===== src/rtl/jk_bank_arbiter.sv =====
// Round-robin arbiter that serialises JK-style hold/reset/set/toggle commands
// from NREQ requesters onto a shared WIDTH-bit flag bank.
module jk_bank_arbiter #(
  parameter int NREQ  = 4,
  parameter int WIDTH = 8,
  parameter int AW    = 3
) (
  input  logic                 clk,
  input  logic                 rst,
  input  logic [NREQ-1:0]      req,
  input  logic [2*NREQ-1:0]    op,
  input  logic [AW*NREQ-1:0]   addr,
  output logic [NREQ-1:0]      gnt,
  output logic [NREQ-1:0]      ack,
  output logic                 busy,
  output logic [WIDTH-1:0]     q
);

  localparam int IW = (NREQ > 1) ? $clog2(NREQ) : 1;

  typedef enum logic [0:0] {
    IDLE  = 1'b0,
    APPLY = 1'b1
  } state_t;

  state_t            state_r, state_s;
  logic [IW-1:0]     ptr_r, ptr_s;
  logic [IW-1:0]     idx_r, idx_s;
  logic [IW-1:0]     sel_s;
  logic [IW:0]       cand_s;
  logic              found_s;
  logic [1:0]        op_r, op_s;
  logic [AW-1:0]     addr_r, addr_s;
  logic [NREQ-1:0]   gnt_s, ack_s;
  logic              busy_s;
  logic [WIDTH-1:0]  q_s;

  function automatic logic jk_next(input logic [1:0] code, input logic cur);
    case (code)
      2'b00:   jk_next = cur;
      2'b01:   jk_next = 1'b0;
      2'b10:   jk_next = 1'b1;
      2'b11:   jk_next = ~cur;
      default: jk_next = cur;
    endcase
  endfunction

  function automatic logic [NREQ-1:0] onehot(input logic [IW-1:0] i);
    onehot = {{(NREQ-1){1'b0}}, 1'b1} << i;
  endfunction

  // Round-robin pick: first asserted request at or after the pointer, modulo NREQ
  always_comb begin
    sel_s   = ptr_r;
    found_s = 1'b0;
    cand_s  = '0;
    for (int k = 0; k < NREQ; k++) begin
      cand_s = {1'b0, ptr_r} + (IW+1)'(k);
      if (cand_s >= (IW+1)'(NREQ)) begin
        cand_s = cand_s - (IW+1)'(NREQ);
      end else begin
        cand_s = cand_s;
      end
      if (!found_s && req[cand_s[IW-1:0]]) begin
        found_s = 1'b1;
        sel_s   = cand_s[IW-1:0];
      end else begin
        found_s = found_s;
      end
    end
  end

  // Next-state and next-output logic for the IDLE/APPLY sequencer
  always_comb begin
    state_s = state_r;
    ptr_s   = ptr_r;
    idx_s   = idx_r;
    op_s    = op_r;
    addr_s  = addr_r;
    gnt_s   = '0;
    ack_s   = '0;
    busy_s  = 1'b0;
    q_s     = q;
    case (state_r)
      IDLE: begin
        if (found_s) begin
          idx_s   = sel_s;
          op_s    = op[2*sel_s +: 2];
          addr_s  = addr[AW*sel_s +: AW];
          gnt_s   = onehot(sel_s);
          busy_s  = 1'b1;
          state_s = APPLY;
        end else begin
          state_s = IDLE;
        end
      end
      APPLY: begin
        // An address past the top of the bank matches no bit, so q holds
        for (int b = 0; b < WIDTH; b++) begin
          if (addr_r == AW'(b)) begin
            q_s[b] = jk_next(op_r, q[b]);
          end else begin
            q_s[b] = q[b];
          end
        end
        ack_s = onehot(idx_r);
        if (idx_r == IW'(NREQ-1)) begin
          ptr_s = '0;
        end else begin
          ptr_s = idx_r + IW'(1);
        end
        state_s = IDLE;
      end
      default: begin
        state_s = IDLE;
      end
    endcase
  end

  // State and registered outputs; reset aborts any transaction in flight
  always_ff @(posedge clk) begin
    if (rst) begin
      state_r <= IDLE;
      ptr_r   <= '0;
      idx_r   <= '0;
      op_r    <= 2'b00;
      addr_r  <= '0;
      gnt     <= '0;
      ack     <= '0;
      busy    <= 1'b0;
      q       <= '0;
    end else begin
      state_r <= state_s;
      ptr_r   <= ptr_s;
      idx_r   <= idx_s;
      op_r    <= op_s;
      addr_r  <= addr_s;
      gnt     <= gnt_s;
      ack     <= ack_s;
      busy    <= busy_s;
      q       <= q_s;
    end
  end

endmodule


===== config.mk =====
export PLATFORM = sky130hd
export DESIGN_NAME = jk_bank_arbiter
export DESIGN_NICKNAME = d
export VERILOG_FILES = /design/src/rtl/jk_bank_arbiter.sv
export SDC_FILE = /design/constraint.sdc
export NUM_CORES = 1
export LEC_CHECK = 0
export CORE_MARGIN = 1
export CORE_UTILIZATION = 29
export DETAILED_ROUTE_END_ITERATION = 12
export PLACE_DENSITY = 0.52
export RECOVER_POWER = 50
export SLEW_MARGIN = 10
export SYNTH_ARGS = -nofsm -noshare
export SYNTH_HDL_FRONTEND = slang
export SYNTH_SLANG_ARGS = --single-unit

===== constraint.sdc =====
create_clock -name clk -period 2.1 [get_ports clk]
set_input_delay 0.315 -clock clk [delete_from_list [all_inputs] [get_ports clk]]
set_output_delay 0.315 -clock clk [all_outputs]
set_load 0.01 [all_outputs]

* Word level (Yosys, flattened, before mapping) *
Index checks and enable logic that the tools add are counted.

storage, ports and cells
  flip-flop bits (word level) = 27
  bits of input ports = 26
  output and inout bits = 17

operators by class
  add/subtract/negate cells = 8
  multipliers = 1
  magnitude comparators = 8
  eq/ne operators = 11
  shifts and indexed selects = 4
  multiplexer cells = 31
  bitwise gates (word level) = 11
  reduce and logical (&&, ||, !) cells = 20

operators with widths
  kind                 number
  $pmux 1 s3           8
  $reduce_and 3->1     8
  $mux 2               9
  $eq 3x3->1 const B   4
  $lt 2x3->1 const B   4
  $shiftx 12x5->3      1
  $not 1->1            11
  $ge 3x3->1 const B   3
  $mux 1               9
  $bmux 1 s2           4
  $shiftx 8x4->2       1
  $shl 1x2->4 const A  2
  $sub 2x1->2 const B  4
  $add 2x2->3 const B  2
  $eq 2x2->1 const B   3
  $eq 3x2->1 const B   2
  $mul 2x2->4 const A  1
  $reduce_or 2->1      2
  $add 2x1->3 const B  1
  $eq 3x1->1 const B   1
  $ge 2x3->1 const B   1
  $logic_and 1x1->1    3
  $logic_not 1->1      3
  $logic_not 3->1      1
  other kinds (6)      6

* Logic depth before layout (Yosys ltp) *
  depth after elaboration = 16
  depth in mapped cells = 7
  mapped depth without buffers = 5

* Worst setup path before layout *
Ideal clock, no wire load.

  path kind = register to register
  start = reg ptr_r[1]
  end = reg addr_r[0]
  data arrival time = 1.285 ns
  required time = 1.985 ns
  slack = 0.700 ns
  cell stages (with the launch flop) = 6
  clock period less this slack = 1.400 ns
  path through = dfxtp_1 or2_0 a21oi_1 o21a_2 o221ai_2 a31o_1

on the way
  word-level cells in the longest chain between the ends = 16

ends and longest elaborated chain
  what                                                  RTL line  text
  from (decl)                                           27        logic [IW-1:0] ptr_r, ptr_s;
  from (signal assigned)                                134       ptr_r <= ptr_s;
  branches (longest 16 deep; another with $add 2x1->3)  --
  to (signal assigned)                                  137       addr_r <= addr_s;
  to (decl)                                             33        logic [AW-1:0] addr_r, addr_s;

Several ways; the timed one is not identified. The select of a mux whose other input is x is not followed.
A chain may end at the register's enable or synchronous reset.

==> flow_summary.toml <==
[synth]
async_flop_share_pct = 0
ys_ff_latch = 26
ys_seq_area_share_pct = 38.9
syn_nets = 187
synth-compound-area-share_pct = 26.9
synth_top_family_by_area = "compound AO/OA/AOI/OAI gates"
synth_area_um2 = 1340
synth.most_common_cell = "dfxtp_1"
synth_simple_gate_area_share_pct = 24.8
synth-adder-area-share_pct = 0.935
yosysWarnings = 0
netlist_instances = 160
synthFlopType = "dfxtp_1"
syn_area_per_cell_um2 = 8.37
yosysUniqueCellTypes = 36
synth_xor_area_share_pct = 0
synth_mux_area_share_pct = 1.50
synth_edf_count = 0
yosysTopAreaCell = "dfxtp_1"
yosysTopAreaCellShare_pct = 38.9
synth_area_leaders = "dfxtp_1, nand2_1, o221ai_2, nor2_1, a21oi_1"
netlist_top_cells_count = "dfxtp_1, nand2_1, nor2_1"

[sta]
period_needed_ns = 1.84
setup_violations = 0
post-route-period-util_pct = 87.7
hold_viol_final = 0
tightest_slew_ns = 0.635
relSlewSlack_pct = 57.5
fmax_mhz = 543
fin_ws_ns = 0.258
rsz0062_at_grt = "no"
maxSlewViolCount = 0
skew_ns = 0.00614

[final_layout]
multi_input_area_um2 = 729
diodes = 0
stdcell_count = 254
utilization_pct = 42.8
fin_nets = 230
drive_gt1_share_pct = 10.9
fill_cells = 440
ff_latch_area_um2 = 520
synthToLayoutAreaGrowth_pct = 40.3

[global_route]
grt_max_degree = 16
grt_pass1_wl_mm = 5.85
overflow = 0
grt_pass1_vias = 1328
antenna_found_initial = 0
grt_usage_pct = 14.7

[worst_setup_path]
crit_fanout = 12
regToRegStartpoint = "op_r[0]"
startpoint = "rst"
end_kind = "register"
crit_type = "input pin to register"
cp.required_ns = 2.28
crit_arrival_ns = 2.02
cp-start-kind = "input pin"

[cts]
cts_setup_buffers = 0
clkLatencyLatePin_ns = 0.27
cts-hold-fix-buffers = 0
clkTransAtPathRegs_ns = 0.10
cts_max_level = 1
root_buffer = "clkbuf_8"
clockBufferDepth = 2
numClockSinks = 26
cts_tree = "built"
cts_resized = 0
cts_buffers = 3

[place]
hpwl_mm = 2.54
gp_congestion = 0.762
port_buffers = 42
dpl_worst_slack_ns = -0.106
dp_cells = 250

[min_path]
hold_start = "q[2]"
hold_path.class = "register to register"

[routing]
dr_wl_met2_mm = 1.73
top_layer = "met4"
vias = 1271
antenna_left = 0
viasPerCell = 5.00
wirelength_mm = 3.29
first_iter_violations = 49
wl_per_cell_um = 12.9
firstDrtPassIters = 3
drt-met1-wl_mm = 1.45
dr_wl_met3_um = 71
drc = 0

[floorplanning]
fp.dieH_um = 69.9
die_width_um = 69.9
core_area_um2 = 4380
rows = 24
initial_core_util_pct = 30.5
boundaryPins = 43
dieArea_um2 = 4890

[pwr]
power.density_nw_per_um2 = 658
p_total_mw = 1.24
ir_drop_mv = 0.275
leakage_nw = 0.717

[outcome]
outcome = "finished clean"

[run]
drv_cap = 0
==> final timing paths <==
kind / end / slack, ns / cells after the start
worst max-delay path: addr_r[0] / 0.26 / 5
worst min-delay path: q[2] / 0.50 / 2
worst max register to register: q[0] / 0.47 / 5
worst min register to register: q[2] / 0.50 / 2
==> power breakdown <==
group	leakage, nW	internal, mW	switching [mW]
sequential	0.212	0.522	0.0425
clock	0.0357	0.255	0.166
combinational	0.470	0.129	0.120
total	0.717	0.906	0.329
==> layout by cell type, fill, tap and decap left out, drive strengths merged, types with 3 or more instances in the layout <==
cell and instances:
buf 3, clkbuf 4, o21ai 11, nor3b 3, and3 3, nand3 8, nor2 13, a31o 5
and2 5, nand2b 4, a21oi 10, dlygate4sd3 9, nor2b 3, dfxtp 26, clkdlybuf4s50 33, nand2 21
nor3 3, inv 12, o221ai 10
==> logic make-up (layout without fill, tap and decap cells) <==
kind of cell	count (synthesis)	in the layout
adder cells (fa/ha/maj)	1	1
buffers and inverters	20	62
flip-flops	26	26
AO/OA/AOI/OAI	44	44
AND/OR/NAND/NOR	67	67
multiplexers	2	2
==> sequential cells by signal (all words and copies together) (netlist names) <==
| name | flops |
|---|---|
| gnt | 4 |
| busy | 1 |
| ptr_r | 2 |
| op_r | 2 |
| idx_r | 2 |
| ack | 4 |
| q | 8 |
| addr_r | 3 |
==> critical path, stage by stage <==
cell and delay [ns]:
dlygate4sd3_1 0.58, clkbuf_1 0.49, nor2_1 0.24, and2_1 0.22, a31o_1 0.18
==> per-layer routing <==
metal / global-route usage, % / vias to the layer above
li1: - / 645
met1: 17.1 / 600
met2: 27.2 / 22
met3: 1.73 / 4
met4: 5.56 / 0
met5: 0 / -
==> layout make-up <==
| type | count | share of cell area [%] |
|---|---|---|
| Clock buffer | 3 | 2.20 |
| Clock inverter | 1 | 1.60 |
| Inverter | 12 | 2.40 |
| Multi-Input combinational cell | 114 | 38.8 |
| Sequential cell | 26 | 27.7 |
| Tap cell | 52 | 3.46 |
| Timing Repair Buffer | 46 | 23.8 |
==> stage by stage <==
step / setup TNS [ns] / cell area, um^2 / hold slack (ns)
after floorplan: 0 / 1340 / 0.456
after CTS: 0 / 1880 / 0.503
after global placement: -0.194 / 1810 / 0.479
after global routing: 0 / 1880 / 0.535
after detailed placement: -0.729 / 1810 / 0.489
final: 0 / 1880 / 0.500
Power figures use the tool's default switching activity.
==> patch 1: new RTL, same settings <==
`AW`: 3 -> 4.
--- a/src/rtl/jk_bank_arbiter.sv
+++ b/src/rtl/jk_bank_arbiter.sv
@@ -4,5 +4,5 @@
   parameter int NREQ  = 4,
   parameter int WIDTH = 8,
-  parameter int AW    = 3
+  parameter int AW    = 4
 ) (
   input  logic                 clk,
Ports: changed (resized addr); port bits go from 43 to 47. The function was not compared with the original's and may differ.
==> patch 1 against the unedited design <==
  * Hold slack worse by 10 ps
  * Routed wire length up 13%
  * Setup slack worse by 100 ps
  * Synthesized area up 1.5%
  * Clock skew down 3.4 ps
  * Sequential cell count up 1
  * Register-to-register slack worse by 170 ps
  * Final area up 9.6%
  * Fmax down 5.3%
  * Power down 4.5%
  * Critical path type unchanged
  * Largest cell class unchanged
==> patch 1: results (changes against the unedited design) <==
status - completed
maximum vdd drop - 0.3211 mV (+17%)
layout cells sized above 1 - 13.02% (+2.1 points)
DRT iter0 DRCs - 87 (+78%)
complex-gate fraction of the synthesized area - 23.02% (-3.9 points)
NonClk Buf Share - 29.85% (+6.1 points)
Synth top cells by count - 27 x dfxtp_1, 18 x nor2_1, 9 x a21boi_0, 9 x mux2i_1, 9 x nand2_1
first-pass GRT wire length - 6.389 mm (+9.2%)
Critical Path Fanout Max - 7 (-5)
LEAKAGE - 0.8191 nW (+14%)
DP HPWL - 2.963 mm (+17%)
Final GP Congestion - 0.8538 (+12%)
First-pass DRT Iterations - 4 (+1)
fraction of area in multi-input gates - 38.54% (-0.30 points)
# port buffers - 46 (+9.5%)
GRT Util Overall - 15.72% (+1.0 points)
sequential share of the synthesized area - 39.78% (+0.90 points)
ClkCell Share - 2.188% (-1.6 points)
final setup fails - 0 (unchanged)
Crit path arrival time - 2160 ps (+140 ps)
clk_buf instances - 4 (+1)
sequential cell area share - 26.26% (-1.5 points)
NumNets Final - 247 (+7.4%)
Worst Skew - 2.753 ps (-3.384 ps)
Avg WL per Cell - 13.97 um (+7.9%)
Vias/cell - 5.154 (+3.0%)
Yosys cell types - 37 (+2.8%)
number of global-route vias before repair - 1409 (+6.1%)
filler cell count - 421 (-4.3%)
Buffers, non-clock - 67 (+46%)
top post-synthesis cells by area - dfxtp_1 40%, mux2i_1 6.6%, a21boi_0 5.0%, nor2_1 5.0%, a211o_1 3.9%
flops & latches, synth - 27 (+3.8%)
Multi-In Gates - 117 (+2.6%)
-- patch 1: changes by cell type after synthesis, sizes merged, moves of 6 or more --
cell	before	now
o21ai	11	4
o221ai	10	1
a211o	0	6
nand4	0	6
a21boi	1	9
inv	12	0
nand2	21	9
mux2i	2	9
-- patch 1: stage by stage --
step / cells / worst slack, ps / instance area (sq um)
after floorplan: 150 / 318.1 / 1359
after global placement: 263 / -72.37 / 2017
after detailed placement: 263 / -109.0 / 2017
after CTS: 267 / 158.2 / 2062
after global routing: 267 / 54.83 / 2058
final: 267 / 154.7 / 2058
-- patch 1: where the power goes --
group	total [mW]	switching (mW)	internal, mW
logic	0.311	0.137	0.174
registers	0.576	0.0306	0.545
clock network	0.293	0.157	0.136
total	1.18	0.324	0.855
-- patch 1: metal layers --
layer | vias up | global-route usage, % | wire [um]
met4 | 0 | 4.667 | 29
met1 | 631 | 20.55 | 1755
met5 | - | 0 | 0
li1 | 695 | - | -
met3 | 6 | 1.732 | 146
met2 | 44 | 26.98 | 1798
-- patch 1: worst paths after layout --
check,from,endpoint,slack (ps),cells past startpoint
worst max-delay path,req[2],addr_r[1],150,6
worst max register to register,ptr_r[1],addr_r[1],300,5
worst min register to register,q[2],q[2],490,2
worst min-delay path,q[2],q[2],490,2
-- patch 1: kinds of logic (layout without fill, tap and decap cells) --
family                   count (synthesis)  after routing
flip-flops                              27             27
adder cells (fa/ha/maj)                  1              1
multiplexers                             9              9
buffers and inverters                    6             71
AND/OR/NAND/NOR                         66             66
AO/OA/AOI/OAI                           41             41
-- patch 1: critical path, cell delays in order --
cell	delay, ps
clkdlybuf4s50_1	440
or3_1	360
and4b_4	210
nor3b_2	380
and2_1	300
a211o_1	160
==> patch 2: new RTL, same settings <==
Made on the original files. Make the reset (`rst`) asynchronous in one clocked block.
--- a/src/rtl/jk_bank_arbiter.sv
+++ b/src/rtl/jk_bank_arbiter.sv
@@ -119,5 +119,5 @@
 
   // State and registered outputs; reset aborts any transaction in flight
-  always_ff @(posedge clk) begin
+  always_ff @(posedge clk or posedge rst) begin
     if (rst) begin
       state_r <= IDLE;
Function: differs if rst is asserted again (counterexample within 4 cycles, from zero or initial values and one cycle with rst high); with rst held inactive, the same outputs for 10 cycles.
==> patch 2 against the unedited design <==
  * The run now ends with DRC left
  * Sequential cell count is the same
  * Synthesized area rose by 2.0%
  * Clock skew is 4.0 ps lower
  * Final area increased by 1.5%
  * Synthesized cell count decreased by 13%
  * Routed wire length shrank 6.0%
  * Count of clock-buffer cells in the layout rose by 1
  * Setup slack lost 16 ps
  * First-iteration DRC count up 6.1%
  * Sequential share of layout area grew 6.4 points
  * Critical endpoint is now addr_r[0]
Power is not compared: it rests on default switching activity, and its combinational part moved more than twofold at a synthesized area within 25%.
==> patch 2: results (changes against the unedited design) <==
status - finished, violations left
failing checks - DRC
multi-input logic area - 656.9 sq um (-9.9%)
Synth top cells by count - 26 x dfrtp_1, 16 x nand2_1, 11 x o21ai_0
clk_buf instances - 4 (+1)
dpl cells - 231 (-7.6%)
DR DRC count - 2 (+2)
sequential share of the synthesized area - 47.66% (+8.8 points)
Register Area - 650.6 sq um (+25%)
NumNets Final - 214 (-7.0%)
Mapped Nets - 169 (-9.6%)
R2R Setup Slk - 390 ps (-80 ps)
Worst R2R Start - ptr_r[1]
complex-gate fraction of the synthesized area - 19.80% (-7.1 points)
fraction of area in multi-input gates - 34.47% (-4.4 points)
pre-CTS setup slack - -18.55 ps (+87.28 ps)
DP HPWL - 2.435 mm (-4.1%)
Max-slew headroom - 56.48% (-0.99 points)
NonClk Buf Share - 24.10% (+0.31 points)
Avg WL per Cell - 13.16 um (+1.6%)
Yosys cell types - 34 (-5.6%)
filler cell count - 447 (+1.6%)
Slowest cell on crit path - clkdlybuf4s50_1
Post-synth ARST share - 100.0% (+100 points)
commonest register cell after synthesis - dfrtp_1
post-synthesis mux area share - 5.316% (+3.8 points)
Worst Skew - 2.178 ps (-3.959 ps)
worst hold endpoint - q[5]
layout cells sized above 1 - 8.743% (-2.1 points)
ClkCell Share - 2.889% (-0.91 points)
delay-heaviest family, CP - simple AND/OR/NAND/NOR gates
Final GP Congestion - 0.8474 (+11%)
GRT Util Overall - 14.05% (-0.64 points)
Hold Slack - 544.7 ps (+44.83 ps)
Critical Path Fanout Max - 7 (-5)
patch 2: changes by cell type in the layout (fill, tap and decap cells not counted), moves of 6 or more:
cell             change
a211oi_1             +8
a21oi_1              -8
clkdlybuf4s50_1      +8
dfrtp_1             +26
dfxtp_1             -26
dlygate4sd3_1        -8
inv_1                -7
nand3_1              -6
o31ai_1              +7
patch 2: metal layers:
| layer | vias to the layer above | wire (um) | global-route usage (%) |
|---|---|---|---|
| met1 | 538 | 1464 | 17.41 |
| met4 | 0 | 34 | 5.778 |
| li1 | 577 | - | - |
| met2 | 38 | 1463 | 24.60 |
| met3 | 2 | 131 | 2.137 |
| met5 | - | 0 | 0 |
patch 2: report_power, final:
group / switching, mW / total [mW] / internal (mW)
clock network: 0.152 / 0.320 / 0.167
logic: 0.500 / 1.06 / 0.557
registers: 0.214 / 0.919 / 0.705
total: 0.867 / 2.30 / 1.43
